## src/rtl/uart_loopback_display.sv

```systemverilog
// UART receiver with a 2-digit hex readout on a multiplexed 4-digit 7-segment display.
// Define UART_LOOPBACK_EN to add a transmitter that echoes every received byte on UART_TX.
module uart_loopback_display #(
  parameter int CLKS_PER_BIT = 868,
  parameter int REFRESH_BITS = 16
) (
  input  logic       clk,
  input  logic       rst,
  input  logic       UART_RX,
  output logic       UART_TX,
  output logic [3:0] IO_AN,
  output logic [7:0] IO_SEG,
  input  logic [4:0] IO_SW
);

  localparam int CW = $clog2(CLKS_PER_BIT + 1);
  localparam logic [CW-1:0] BIT_LAST  = CW'(CLKS_PER_BIT - 1);
  localparam logic [CW-1:0] HALF_LAST = CW'((CLKS_PER_BIT - 1) / 2);

  typedef enum logic [1:0] {S_IDLE, S_START, S_DATA, S_STOP} uart_state_e;

  logic unused_sw;
  assign unused_sw = ^IO_SW;

  logic rx_meta_q, rx_sync_q;

  // NOTE: sequential state uses non-blocking assignments only, so every flop samples pre-edge values.
  always_ff @(posedge clk) begin
    if (rst) begin
      rx_meta_q <= 1'b1;
      rx_sync_q <= 1'b1;
    end else begin
      rx_meta_q <= UART_RX;
      rx_sync_q <= rx_meta_q;
    end
  end

  uart_state_e   rx_state_q, rx_state_d;
  logic [CW-1:0] rx_cnt_q, rx_cnt_d;
  logic [2:0]    rx_bit_q, rx_bit_d;
  logic [7:0]    rx_byte_q, rx_byte_d;
  logic          rx_ferr_q, rx_ferr_d;
  logic          rx_dv_q, rx_dv_d;

  always_comb begin
    // NOTE: every output of this block gets a default first, which rules out inferred latches.
    rx_state_d = rx_state_q;
    rx_cnt_d   = rx_cnt_q;
    rx_bit_d   = rx_bit_q;
    rx_byte_d  = rx_byte_q;
    rx_ferr_d  = rx_ferr_q;
    rx_dv_d    = 1'b0;
    case (rx_state_q)
      S_IDLE: begin
        rx_cnt_d  = '0;
        rx_bit_d  = '0;
        rx_ferr_d = 1'b0;
        if (!rx_sync_q) rx_state_d = S_START;
      end
      S_START: begin
        if (rx_cnt_q == HALF_LAST) begin
          rx_cnt_d   = '0;
          rx_state_d = rx_sync_q ? S_IDLE : S_DATA;
        end else begin
          rx_cnt_d = rx_cnt_q + CW'(1);
        end
      end
      S_DATA: begin
        if (rx_cnt_q == BIT_LAST) begin
          rx_cnt_d  = '0;
          rx_byte_d = {rx_sync_q, rx_byte_q[7:1]};
          rx_bit_d  = rx_bit_q + 3'd1;
          if (rx_bit_q == 3'd7) rx_state_d = S_STOP;
        end else begin
          rx_cnt_d = rx_cnt_q + CW'(1);
        end
      end
      S_STOP: begin
        // A low stop bit parks here until the line recovers, so a broken frame never re-triggers.
        if (rx_ferr_q) begin
          if (rx_sync_q) rx_state_d = S_IDLE;
        end else if (rx_cnt_q == BIT_LAST) begin
          rx_cnt_d = '0;
          if (rx_sync_q) begin
            rx_dv_d    = 1'b1;
            rx_state_d = S_IDLE;
          end else begin
            rx_ferr_d = 1'b1;
          end
        end else begin
          rx_cnt_d = rx_cnt_q + CW'(1);
        end
      end
      default: rx_state_d = S_IDLE;
    endcase
  end

  always_ff @(posedge clk) begin
    if (rst) begin
      rx_state_q <= S_IDLE;
      rx_cnt_q   <= '0;
      rx_bit_q   <= '0;
      rx_byte_q  <= '0;
      rx_ferr_q  <= 1'b0;
      rx_dv_q    <= 1'b0;
    end else begin
      rx_state_q <= rx_state_d;
      rx_cnt_q   <= rx_cnt_d;
      rx_bit_q   <= rx_bit_d;
      rx_byte_q  <= rx_byte_d;
      rx_ferr_q  <= rx_ferr_d;
      rx_dv_q    <= rx_dv_d;
    end
  end

  logic [7:0]              disp_q, disp_d;
  logic [REFRESH_BITS-1:0] scan_q, scan_d;
  logic [1:0]              digit;
  logic [3:0]              nibble;

  always_comb begin
    disp_d = rx_dv_q ? rx_byte_q : disp_q;
    scan_d = scan_q + REFRESH_BITS'(1);
  end

  always_ff @(posedge clk) begin
    if (rst) begin
      disp_q <= 8'h00;
      scan_q <= '0;
    end else begin
      disp_q <= disp_d;
      scan_q <= scan_d;
    end
  end

  assign digit = scan_q[REFRESH_BITS-1 -: 2];
  assign IO_AN = ~(4'b0001 << digit);

  always_comb begin
    case (digit)
      2'd0:    nibble = disp_q[3:0];
      2'd1:    nibble = disp_q[7:4];
      default: nibble = 4'h0;
    endcase
    case (nibble)
      4'h0: IO_SEG = 8'hC0;
      4'h1: IO_SEG = 8'hF9;
      4'h2: IO_SEG = 8'hA4;
      4'h3: IO_SEG = 8'hB0;
      4'h4: IO_SEG = 8'h99;
      4'h5: IO_SEG = 8'h92;
      4'h6: IO_SEG = 8'h82;
      4'h7: IO_SEG = 8'hF8;
      4'h8: IO_SEG = 8'h80;
      4'h9: IO_SEG = 8'h90;
      4'hA: IO_SEG = 8'h88;
      4'hB: IO_SEG = 8'h83;
      4'hC: IO_SEG = 8'hC6;
      4'hD: IO_SEG = 8'hA1;
      4'hE: IO_SEG = 8'h86;
      default: IO_SEG = 8'h8E;
    endcase
  end

`ifdef UART_LOOPBACK_EN
  uart_state_e   tx_state_q, tx_state_d;
  logic [CW-1:0] tx_cnt_q, tx_cnt_d;
  logic [2:0]    tx_bit_q, tx_bit_d;
  logic [7:0]    tx_shift_q, tx_shift_d;
  logic          tx_line_q, tx_line_d;
  logic          tx_accept;

  always_comb begin
    tx_state_d = tx_state_q;
    tx_cnt_d   = tx_cnt_q;
    tx_bit_d   = tx_bit_q;
    tx_shift_d = tx_shift_q;
    tx_line_d  = 1'b1;
    tx_accept  = 1'b0;
    case (tx_state_q)
      S_IDLE: tx_accept = rx_dv_q;
      S_START: begin
        tx_line_d = 1'b0;
        if (tx_cnt_q == BIT_LAST) begin
          tx_cnt_d   = '0;
          tx_bit_d   = '0;
          tx_state_d = S_DATA;
          tx_line_d  = tx_shift_q[0];
        end else begin
          tx_cnt_d = tx_cnt_q + CW'(1);
        end
      end
      S_DATA: begin
        tx_line_d = tx_shift_q[0];
        if (tx_cnt_q == BIT_LAST) begin
          tx_cnt_d = '0;
          if (tx_bit_q == 3'd7) begin
            tx_state_d = S_STOP;
            tx_line_d  = 1'b1;
          end else begin
            tx_bit_d   = tx_bit_q + 3'd1;
            tx_shift_d = {1'b0, tx_shift_q[7:1]};
            tx_line_d  = tx_shift_q[1];
          end
        end else begin
          tx_cnt_d = tx_cnt_q + CW'(1);
        end
      end
      S_STOP: begin
        // The last stop cycle may accept a new byte so echoed frames can run back to back.
        if (tx_cnt_q == BIT_LAST) begin
          tx_cnt_d   = '0;
          tx_state_d = S_IDLE;
          tx_accept  = rx_dv_q;
        end else begin
          tx_cnt_d = tx_cnt_q + CW'(1);
        end
      end
      default: tx_state_d = S_IDLE;
    endcase
    if (tx_accept) begin
      tx_state_d = S_START;
      tx_cnt_d   = '0;
      tx_shift_d = rx_byte_q;
      tx_line_d  = 1'b0;
    end
  end

  always_ff @(posedge clk) begin
    if (rst) begin
      tx_state_q <= S_IDLE;
      tx_cnt_q   <= '0;
      tx_bit_q   <= '0;
      tx_shift_q <= '0;
      tx_line_q  <= 1'b1;
    end else begin
      tx_state_q <= tx_state_d;
      tx_cnt_q   <= tx_cnt_d;
      tx_bit_q   <= tx_bit_d;
      tx_shift_q <= tx_shift_d;
      tx_line_q  <= tx_line_d;
    end
  end

  assign UART_TX = tx_line_q;
`else
  assign UART_TX = 1'b1;
`endif

endmodule

```

## config.mk

```make
export PLATFORM = sky130hd
export DESIGN_NAME = uart_loopback_display
export DESIGN_NICKNAME = d
export VERILOG_FILES = /design/src/rtl/uart_loopback_display.sv
export SDC_FILE = /design/constraint.sdc
export NUM_CORES = 1
export LEC_CHECK = 0
export CAP_MARGIN = 40
export CELL_PAD_IN_SITES_DETAIL_PLACEMENT = 0
export CELL_PAD_IN_SITES_GLOBAL_PLACEMENT = 1
export CORE_UTILIZATION = 43
export CTS_CLUSTER_DIAMETER = 60
export DETAILED_ROUTE_END_ITERATION = 8
export DONT_BUFFER_PORTS = 1
export PLACE_DENSITY = 0.87
export SLEW_MARGIN = 10
export SYNTH_ARGS = -nofsm -noshare
export SYNTH_HDL_FRONTEND = slang
export SYNTH_SLANG_ARGS = --single-unit
```

## constraint.sdc

```tcl
create_clock -name clk -period 1.62 [get_ports clk]
set_input_delay 0.081 -clock clk [delete_from_list [all_inputs] [get_ports clk]]
set_output_delay 0.081 -clock clk [all_outputs]
set_load 0.05 [all_outputs]
```

==> summary.txt <==
Run status
  – Status: finished with violations
  – Failing checks: negative setup slack

CTS
  – Clk_lat worst skew: 0.30 ns
  – Num CTS Buffers: 5
  – CTS max path bufs: 2
  – Root Driver: clkbuf_8
  – CTS clk-pin slew, worst paths: 0.09 ns
  – CTS sink cnt: 51
  – H-Tree Depth: 2
  – CTS tree: yes

Yosys
  – Syn Area/Cell: 8.668 sq um
  – Post-synth top cells: dfxtp_1, nor2_1, nand2_1
  – Largest family of logic cells by synthesized area: simple AND/OR/NAND/NOR gates
  – Synth top area share: 38.88%
  – Count of different cell masters after synthesis: 46
  – Post-synthesis adder-cell area fraction: 7.146%
  – Post-synth EDFFs: 0
  – Syn. warnings: 0
  – Async S/R FF share, synth: 0%
  – Yosys top cell by area: dfxtp_1
  – Post-Synthesis Cell Area: 0.002626 sq mm
  – Post-synthesis mux area share: 7.718%
  – Sequential element share of the synthesized area: 38.88%
  – Main area contributors after synthesis: dfxtp_1, ha_1, mux2i_1
  – Most frequent cell after synthesis: dfxtp_1
  – Most used DFF post-synth: dfxtp_1
  – Simple-gate area share of the yosys netlist: between 20% and 30%
  – Mapped Cells: ~300
  – Seq cells post-synth: 51
  – Xor/xnor share of the synthesized area: under 10%
  – Synth Area in Compound Gates: 12.01%

Die
  – Cell row count: 28
  – Die area: between 0.006 and 0.007 sq mm
  – Die Wd: 80.15 microns
  – Die Y-Extent: 80.15 microns
  – Core area: 0.005921 sq mm
  – Top Ports: 21
  – Starting Density: 44.36%

Power and ir drop
  – Leak: 0.001209 uW
  – Peak VDD IR: 371.5 uV
  – Pwr per Cell Area: 636.4 mW/mm^2
  – Total power: 2252 uW

STA
  – Clk_skew: 0.007686 ns
  – Count of pins over their slew limit: 0
  – Final hold viol count: 0
  – Final worst slack: -0.4047 ns
  – Sum Neg Setup Slack: -2.265 ns
  – Slew of the pin with the lowest slew margin: 0.5167 ns
  – Final period util: 125.0%
  – Max Fclk: 0.4939 GHz
  – RSZ-0062 raised after global routing: yes
  – Final setup viols: 8
  – Max-Slew Margin vs Limit: between 60 and 70%
  – Final critical-path required period: roughly 2 ns

Place
  – Buffers on Ports: 0
  – Final GP Congestion: 0.8038
  – DPL Wire Length: 3645 microns
  – Placed insts: 401

Route
  – WL met3: 129 microns
  – WL/cell: 13.75 microns
  – Vias: 2252
  – DRT Pass-1 Iters: 4
  – Met1 wire length: 2609 microns
  – Met2 wire length: 2886 microns
  – Vias per std cell: 5.388
  – DRC viols: 0
  – 1st-iter DRT viols: 73
  – ANT nets after route: 0
  – DR top layer: met4
  – Final wirelength: 5746 microns

Critical path
  – Worst Path Max Fanout: 4
  – CP bufs+invs: 1
  – Critical Path RT: 1.54 ns
  – CP cell instances: buf_4 > mux2i_2 > or2_4 > nor2_1 > a221o_2
  – R2R cell count: 6
  – CP arrival: 1.94 ns
  – Reg-to-Reg End: rx_state_q[0]
  – CP Capture Type: output pin
  – Slowest-stage cell, CP: a221o_2
  – Worst Path Class, Setup: register to output pin
  – Reg-to-Reg Start: rx_cnt_q[1]
  – CP max stage delay: 0.51 ns
  – FF-to-FF setup slack: -0.01 ns
  – Crit-path leading delay family: compound AO/OA/AOI/OAI gates
  – Startpoint types: register

Final layout
  – Fin cells: roughly 420
  – Share of cells above drive strength 1: around 33%
  – Final Net Count: 365
  – Area Growth Syn to Fin: 34.73%
  – # diodes: 0

Global routing
  – GRT Util Overall: 18.31%
  – Global-route wire length before repair: 9294 microns
  – Initial antenna violation count: 0
  – Largest net degree at the start of global routing: between 50 and 60
  – Global route overflow: 0
  – Vias in the first global route: 2043

Min path
  – Hold WC Path Type: input pin to register
  – WHS Path Cells: 2
  – Worst hold start: rst
  – Min-Delay Endpoint: rx_state_q[0]

Job
  – Max_cap viols: 0
==> worst max-delay path by stage <==
stage                           from   endpoint  slack (ns)  cells after the start
after CTS                 scan_q[14]  IO_SEG[3]       -0.41                      5
after global routing      scan_q[14]  IO_SEG[0]       -0.48                      5
final                     scan_q[14]  IO_SEG[0]       -0.40                      5
after global placement    scan_q[14]  IO_SEG[3]       -0.13                      4
after detailed placement  scan_q[14]  IO_SEG[3]       -0.17                      4
after floorplan           scan_q[14]  IO_SEG[3]       -0.17                      6
==> timing repair <==
action                                 4_1_cts  5_1_grt
gates cloned                                 0        2
pin swaps                                    7        8
endpoints found under the hold margin       51        0
setup buffers                                2        3
hold buffers                                 2        0
setup endpoints to repair                   19       31
gates resized for setup                     24       40
==> final cells by class <==
| type | instances | area (sq um) |
|---|---|---|
| clock inverters | 2 | 16.27 |
| multi-input cells | 227 | 1807 |
| fillers | 474 | 2382 |
| flip-flops and latches | 51 | 1041 |
| repair buffers | 46 | 454.2 |
| well taps | 75 | 93.84 |
| clock buffers | 6 | 82.58 |
| inverters | 11 | 43.79 |
==> registers in the layout, indices dropped and copies added, names as in the netlist, named ones only <==
register,cells
disp_q,8
rx_bit_q,3
rx_byte_q,8
rx_cnt_q,10
rx_dv_q,1
rx_ferr_q,1
rx_meta_q,1
rx_state_q,1
rx_sync_q,1
scan_q,16
==> routing by layer <==
metal	up-vias	track usage, %
met5	-	0
met4	0	5.893
met3	13	3.750
met2	29	31.88
met1	1071	22.42
li1	1139	-
==> metrics by stage <==
step | util, % | area, sq um | hold slack, ns | worst slack (ns)
floorplan | - | 2741 | 0.1848 | -0.1691
global placement | 52.51 | 3109 | 0.1499 | -0.1344
detailed placement | 52.51 | 3109 | 0.1514 | -0.1718
CTS | 56.34 | 3336 | 0.07189 | -0.4077
global route | 59.76 | 3538 | 0.07490 | -0.4797
finish | 59.76 | 3538 | 0.07422 | -0.4047
==> kinds of logic after synthesis <==
family / after synthesis
compound gates: 51
buf+inv: 27
xor+xnor: 18
mux: 19
fa+ha+maj: 15
flops: 51
simple gates: 121
other cells: 1
==> cell usage in the layout, fill, tap and decap left out, types with 3 or more instances in the layout <==
| cell type | n |
|---|---|
| mux2i_2 | 4 |
| nand4_1 | 7 |
| nor2_1 | 28 |
| nand3_1 | 9 |
| o21ai_0 | 6 |
| buf_6 | 5 |
| xnor2_1 | 12 |
| dfxtp_1 | 45 |
| buf_12 | 7 |
| a211oi_1 | 3 |
| ha_4 | 5 |
| nor2_4 | 3 |
| nand2_1 | 28 |
| clkbuf_8 | 6 |
| buf_4 | 33 |
| inv_1 | 6 |
| or2_2 | 3 |
| and2_1 | 3 |
| xor2_1 | 6 |
| nor3_1 | 7 |
| nor2b_1 | 3 |
| and3_1 | 3 |
| mux2i_1 | 12 |
| o22ai_4 | 3 |
| or3_1 | 3 |
| nand2b_1 | 5 |
| o22ai_1 | 3 |
| dfxtp_4 | 5 |
| ha_1 | 8 |
| inv_2 | 4 |
| a21oi_1 | 18 |
==> report_power, final <==
group | switching [uW] | internal, uW | leakage (uW)
Clock | 426 | 349 | 0.0000474
Combinational | 106 | 92.5 | 0.000746
Sequential | 15.7 | 1260 | 0.000416
Note: power is estimated with default switching activity, not from simulation.
